[src/rtl/spi_flash_arbiter.sv]
// Two-master SPI flash bus arbiter: round-robin request/grant, whole-frame ownership, idle gap between owners.
// Optional stuck-owner watchdog enabled by defining SPI_FLASH_ARB_TIMEOUT_EN.
module spi_flash_arbiter #(
  parameter int SS_WIDTH       = 1,
  parameter int GAP_CYCLES     = 4,
  parameter int TIMEOUT_CYCLES = 65535
) (
  input  logic                io_sys_clock,
  input  logic                io_sys_reset,
  input  logic                io_xip_req,
  output logic                io_xip_gnt,
  input  logic [SS_WIDTH-1:0] io_xip_ss,
  input  logic                io_xip_sclk,
  input  logic                io_xip_mosi,
  output logic                io_xip_miso,
  input  logic                io_aux_req,
  output logic                io_aux_gnt,
  input  logic [SS_WIDTH-1:0] io_aux_ss,
  input  logic                io_aux_sclk,
  input  logic                io_aux_mosi,
  output logic                io_aux_miso,
  output logic [SS_WIDTH-1:0] io_spi_ss,
  output logic                io_spi_sclk,
  output logic                io_spi_mosi,
  input  logic                io_spi_miso,
  output logic                io_busy,
  output logic                io_timeout
);

  typedef enum logic [1:0] {
    ST_IDLE   = 2'd0,
    ST_GRANT0 = 2'd1,
    ST_GRANT1 = 2'd2,
    ST_GAP    = 2'd3
  } state_e;

  localparam int                GAP_W    = (GAP_CYCLES > 1) ? $clog2(GAP_CYCLES) : 1;
  localparam logic [GAP_W-1:0]  GAP_LOAD = GAP_W'(GAP_CYCLES - 1);
  localparam logic [SS_WIDTH-1:0] SS_IDLE = {SS_WIDTH{1'b1}};

  state_e           state_q, state_d;
  logic             last_q, last_d;
  logic [GAP_W-1:0] gap_cnt_q, gap_cnt_d;

  logic                owner_req;
  logic [SS_WIDTH-1:0] owner_ss;
  logic                release_ok;

`ifdef SPI_FLASH_ARB_TIMEOUT_EN
  localparam int                HOLD_W     = $clog2(TIMEOUT_CYCLES + 1);
  localparam logic [HOLD_W-1:0] HOLD_LIMIT = HOLD_W'(TIMEOUT_CYCLES - 1);

  logic [HOLD_W-1:0] hold_cnt_q, hold_cnt_d;
  logic              timeout_q, timeout_d;
  logic              other_req;
`endif

  always_comb begin
    owner_req = 1'b0;
    owner_ss  = SS_IDLE;
    if (state_q == ST_GRANT0) begin
      owner_req = io_xip_req;
      owner_ss  = io_xip_ss;
    end else if (state_q == ST_GRANT1) begin
      owner_req = io_aux_req;
      owner_ss  = io_aux_ss;
    end
  end

  // The owner keeps the bus until it has both dropped req and closed its chip-select frame.
  assign release_ok = !owner_req && (owner_ss == SS_IDLE);

`ifdef SPI_FLASH_ARB_TIMEOUT_EN
  assign other_req = (state_q == ST_GRANT0) ? io_aux_req :
                     (state_q == ST_GRANT1) ? io_xip_req : 1'b0;
`endif

  // NOTE: every always_comb output gets a default first so no path leaves it unassigned (no latches).
  always_comb begin
    state_d   = state_q;
    last_d    = last_q;
    gap_cnt_d = gap_cnt_q;
`ifdef SPI_FLASH_ARB_TIMEOUT_EN
    hold_cnt_d = '0;
    timeout_d  = 1'b0;
`endif
    unique case (state_q)
      ST_IDLE: begin
        if (io_xip_req && io_aux_req) begin
          state_d = last_q ? ST_GRANT0 : ST_GRANT1;
          last_d  = !last_q;
        end else if (io_xip_req) begin
          state_d = ST_GRANT0;
          last_d  = 1'b0;
        end else if (io_aux_req) begin
          state_d = ST_GRANT1;
          last_d  = 1'b1;
        end
      end
      ST_GRANT0, ST_GRANT1: begin
        if (release_ok) begin
          state_d   = ST_GAP;
          gap_cnt_d = GAP_LOAD;
        end
`ifdef SPI_FLASH_ARB_TIMEOUT_EN
        else if (other_req) begin
          // Forced revoke leaves last_q pointing at the stuck owner, so the waiter wins next.
          if (hold_cnt_q == HOLD_LIMIT) begin
            state_d   = ST_GAP;
            gap_cnt_d = GAP_LOAD;
            timeout_d = 1'b1;
          end else begin
            hold_cnt_d = hold_cnt_q + 1'b1;
          end
        end
`endif
      end
      ST_GAP: begin
        if (gap_cnt_q == '0) begin
          state_d = ST_IDLE;
        end else begin
          gap_cnt_d = gap_cnt_q - 1'b1;
        end
      end
      default: state_d = ST_IDLE;
    endcase
  end

  // NOTE: sequential state uses non-blocking assignments so all flops update together at the edge.
  always_ff @(posedge io_sys_clock or negedge io_sys_reset) begin
    if (!io_sys_reset) begin
      state_q   <= ST_IDLE;
      last_q    <= 1'b1;
      gap_cnt_q <= '0;
`ifdef SPI_FLASH_ARB_TIMEOUT_EN
      hold_cnt_q <= '0;
      timeout_q  <= 1'b0;
`endif
    end else begin
      state_q   <= state_d;
      last_q    <= last_d;
      gap_cnt_q <= gap_cnt_d;
`ifdef SPI_FLASH_ARB_TIMEOUT_EN
      hold_cnt_q <= hold_cnt_d;
      timeout_q  <= timeout_d;
`endif
    end
  end

  // Mux select comes only from the state register; GAP/IDLE force idle bus levels.
  always_comb begin
    io_spi_ss   = SS_IDLE;
    io_spi_sclk = 1'b0;
    io_spi_mosi = 1'b0;
    io_xip_gnt  = 1'b0;
    io_aux_gnt  = 1'b0;
    io_xip_miso = 1'b0;
    io_aux_miso = 1'b0;
    unique case (state_q)
      ST_GRANT0: begin
        io_xip_gnt  = 1'b1;
        io_spi_ss   = io_xip_ss;
        io_spi_sclk = io_xip_sclk;
        io_spi_mosi = io_xip_mosi;
        io_xip_miso = io_spi_miso;
      end
      ST_GRANT1: begin
        io_aux_gnt  = 1'b1;
        io_spi_ss   = io_aux_ss;
        io_spi_sclk = io_aux_sclk;
        io_spi_mosi = io_aux_mosi;
        io_aux_miso = io_spi_miso;
      end
      default: ;
    endcase
  end

  assign io_busy = (state_q != ST_IDLE);

`ifdef SPI_FLASH_ARB_TIMEOUT_EN
  assign io_timeout = timeout_q;
`else
  assign io_timeout = 1'b0;
`endif

endmodule
[config.mk]
export PLATFORM = sky130hd
export DESIGN_NAME = spi_flash_arbiter
export DESIGN_NICKNAME = d
export VERILOG_FILES = /design/src/rtl/spi_flash_arbiter.sv
export SDC_FILE = /design/constraint.sdc
export NUM_CORES = 1
export LEC_CHECK = 0
export ABC_AREA = 1
export BUFFER_PORTS_ARGS = -buffer_cell sky130_fd_sc_hd__buf_2
export CAP_MARGIN = 20
export CORE_AREA = 8 8 45 47
export DETAILED_ROUTE_END_ITERATION = 6
export DIE_AREA = 0 0 53 55
export PLACE_DENSITY = 0.75
export SKIP_CTS_REPAIR_TIMING = 1
export SYNTH_ARGS = -nofsm -noshare
export SYNTH_HDL_FRONTEND = slang
export SYNTH_SLANG_ARGS = --single-unit
[constraint.sdc]
create_clock -name io_sys_clock -period 2.1 [get_ports io_sys_clock]
set_input_delay 0.21 -clock io_sys_clock [delete_from_list [all_inputs] [get_ports io_sys_clock]]
set_output_delay 0.21 -clock io_sys_clock [all_outputs]
set_load 0.05 [all_outputs]
Word-level counts from Yosys, hierarchy flattened
Cells that the tools add are included.
{ "word_totals": {"elab_cells": 47, "register_bits": 5, "out_inout_bits": 9, "input_bits": 11} }
{ "op_classes": {"reduce_logical": 13, "mux": 23, "add_sub_neg": 1, "n_eq_ne": 7} }
{ "ops": {"columns": ["operator", "n"], "rows": [
  ["$mux 2", 7],
  ["$mux 1", 11],
  ["$ne 2x2->1 const B", 3],
  ["$pmux 1 s2", 3],
  ["$pmux 2 s3", 1],
  ["$reduce_and 3->1", 2],
  ["$eq 2x2->1 const B", 2],
  ["$logic_not 2->1", 2],
  ["$ne 4x4->1 const B", 1],
  ["$pmux 2 s2", 1],
  ["$reduce_bool 2->1", 2],
  ["$reduce_bool 3->1", 1],
  ["$eq 2x1->1 const B", 1],
  ["$logic_and 1x1->1", 2],
  ["$logic_not 1->1", 2],
  ["$reduce_and 2->1", 1],
  ["$reduce_or 2->1", 1],
  ["$sub 2x1->2 const B", 1]
]} }

Depth between registers and ports, before layout
{ "depth": {"ltp_word": 7, "mapped_depth": 10, "mapped_depth_nobuf": 10} }

Least setup slack after synthesis
No wires, ideal clock.
{ "synth_path": {"path_type": "register to output", "from": "register state_q[1]", "to": "output port io_spi_mosi", "path_slack_ns": -0.045, "required_time_ns": 1.890, "path_buffers": 0, "stages_incl_launch_ff": 5, "arrival_time_ns": 1.935, "path_cell_list": "dfrtp_1 > inv_1 > ha_1 > nand2_1 > a21oi_1"} }
{ "synth_via": {"elab_chain_cells": 2, "elab_cells_between_ends": 3, "classes_between": "2 x eq/ne; 1 x mux"} }
{ "synth_rtl": {"columns": ["item", "line", "text"], "rows": [
  ["start: declaration", "41", "state_e state_q, state_d;"],
  ["start signal: assignment", "140", "state_q <= state_d;"],
  ["$eq 2x2->1 or $eq 2x1->1 (tied branches)", "159", "unique case (state_q)"],
  ["$pmux 1 s2 *", "159", null],
  ["end: declaration", "24", "output logic io_spi_mosi,"]
]} }
Mark *: on every way between the ends. The rest lies on a longest branch, timed or not.

Worst setup path after layout
{ "layout_path": {"from": "register state_q[0]", "to": "output port io_spi_sclk"} }
{ "layout_via": {"elab_chain_cells": 2, "elab_cells_between_ends": 3, "classes_between": "2 x eq/ne; 1 x mux"} }
{ "layout_rtl": {"columns": ["item", "line", "text"], "rows": [
  ["$eq 2x2->1 or $eq 2x1->1 (tied branches)", "159", null],
  ["$pmux 1 s2 *", "159", null],
  ["end: declaration", "23", "output logic io_spi_sclk,"]
]} }
Marks and branches as above.

==> flow_metrics.py <==
metrics = {
    "timing": {
        "grt_setup_unrepaired": "no",
        "slew_viol_final": 0,
        "post-route-period-util_pct": 83.1,
        "setup_tns_ps": 0,
        "hold_violations": 0,
        "max_clock_freq_ghz": 0.573,
        "period_needed_ps": 1750,
        "fin_skew_ps": 1.22,
        "setup_violations": 0,
    },
    "cts": {
        "cts_root_buf": "clkbuf_4",
        "cts_made_buffers": 3,
        "cts.sinks": 5,
        "path_clk_slew_ps": 40,
        "clock_path_buffers": 2,
        "clk_latency_ps": 230,
        "cts_max_level": 1,
        "cts_tree": "built",
    },
    "synthesis": {
        "synth_seq_cells": 5,
        "syn_nets": 89,
        "netlist_area_um2": 492,
        "synthCells": 73,
        "ys_seq_area_share_pct": 25.7,
        "yosys.area.top_type_share_pct": 20.4,
        "netlist_top_cells_area": "dfrtp_1 (20%), nand2_1 (20%), ha_1 (13%)",
        "syn_avg_cell_area_um2": 6.74,
        "yosysWarnings": 0,
        "synth_cell_types": 17,
        "synth_top_cell_by_area": "dfrtp_1",
    },
    "die": {
        "core_um2": 1380,
        "ios": 20,
        "die-area_um2": 2920,
        "die_h_um": 55,
        "initial_utilization_pct": 35.5,
        "rows": 14,
        "die-width_um": 53,
    },
    "layout": {
        "areaGrowthSynthToFinish_pct": 29.8,
        "regArea_um2": 126,
        "layout.nets": 112,
        "fillers": 148,
        "diodes": 0,
        "multi_input_area_um2": 309,
        "drive_gt1_share_pct": 35.8,
    },
    "critical_path": {
        "startpoint_type": "flip-flop",
        "end_kind": "output pin",
        "path_class": "reg2out",
        "crit_fanout": 4,
        "cp_data_arrival_time_ps": 1540,
        "crit_required_ps": 1890,
    },
    "grt": {
        "grt_overflow_total": 0,
        "grt_pass1_wl_um": 1570,
        "grt_max_degree": 8,
        "grt_pass1_vias": 424,
        "grt_antenna_before_repair": 0,
        "grt.total_usage_pct": 7.02,
    },
    "detailed_routing": {
        "antenna_left": 0,
        "drc": 0,
        "dr.pass1.iters": 5,
        "wirelength_um": 1030,
        "via_per_inst": 4.41,
        "drt_iter0_markers": 5,
        "num_vias": 489,
        "routedWlPerCell_um": 9.28,
    },
    "placement": {
        "placement.io_buffers": 18,
        "dp_hpwl_um": 901,
        "gp_congestion": 0.767,
    },
    "run": {
        "cap_violations": 0,
    },
    "hold_path": {
        "min_path_type": "in2reg",
    },
    "outcome": {
        "status": "finished, final reports clean",
    },
}
-- cells by family (layout without fill, tap and decap cells) --
logic type | count (synthesis) | in the layout | synth area share, %
compound gates | 8 | 8 | 12.7
fa+ha+maj | 5 | 5 | 12.7
buf+inv | 16 | 38 | 13.0
flops | 5 | 5 | 25.7
other cells | 1 | 1 | 0.763
simple gates | 38 | 38 | 35.1
-- placed cells by master, fill, tap and decap left out, types with 2 or more instances in the layout --
master and count:
nand2_2 3, ha_1 5, buf_2 18, a21oi_2 2, inv_1 12, nand3_1 6
dfrtp_1 4, inv_2 3, o21ai_0 3, nand2_1 26, clkbuf_4 3
-- final cells by class --
class	count	area share [%]
Clock buffer	4	4.12
Inverter	15	8.82
Multi-Input combinational cell	52	48.4
Sequential cell	5	19.8
Tap cell	16	3.14
Timing Repair Buffer	19	15.7
-- sequential cells by signal, summed over array words and instances, names as in the netlist --
name       count
gap_cnt_q      2
state_q        2
last_q         1
-- stage by stage --
stage	instances	util [%]	setup WS [ps]	cell area (µm²)	hold WS, ps
6_report	111	46.1	355	638	267
5_1_grt	111	46.1	263	638	294
4_1_cts	110	45.4	336	628	-231
3_5_place_dp	106	43.5	598	602	26.2
3_3_place_gp	106	43.5	626	602	27.2
2_1_floorplan	73	-	217	499	-85.6
-- critical path, stage by stage (launching register included) --
cell,delay [ps]
dfrtp_1,390
inv_1,80
ha_1,390
inv_2,80
a21oi_2,100
buf_2,270
-- cell usage after synthesis --
library cell and count:
nand2_1 26, inv_1 12, nand3_1 6, ha_1 5, dfrtp_1 4, a21oi_1 3
inv_2 3, nand2_2 3, o21ai_0 3, a31oi_4 1, buf_4 1, conb_1 1
dfstp_2 1, nand2_4 1, nor2_1 1, nor2_4 1, o21bai_2 1
-- per-layer routing --
layer	vias to the layer above	part of all wire (%)	track usage [%]	wire [µm]
met3	0	14	2.41	147
li1	263	-	-	-
met1	208	41	6.61	419
met5	-	0	0	0
met2	18	45	12.5	463
met4	0	0	5.17	0
-- final timing paths --
kind	startpoint	end	slack, ps	cells after the start
setup / recovery	state_q[0]	io_spi_sclk	350	5
hold / removal	io_xip_req	last_q	270	4
setup reg to reg	state_q[0]	gap_cnt_q[1]	670	7
hold reg to reg	gap_cnt_q[1]	gap_cnt_q[1]	480	2
max in group asynchronous	io_sys_reset	last_q	1590	2
min in group asynchronous	io_sys_reset	gap_cnt_q[0]	300	2
Power is left out: the tool's default activity adds up to more than one toggle a clock period on the data nets, which glitch-free logic cannot reach.
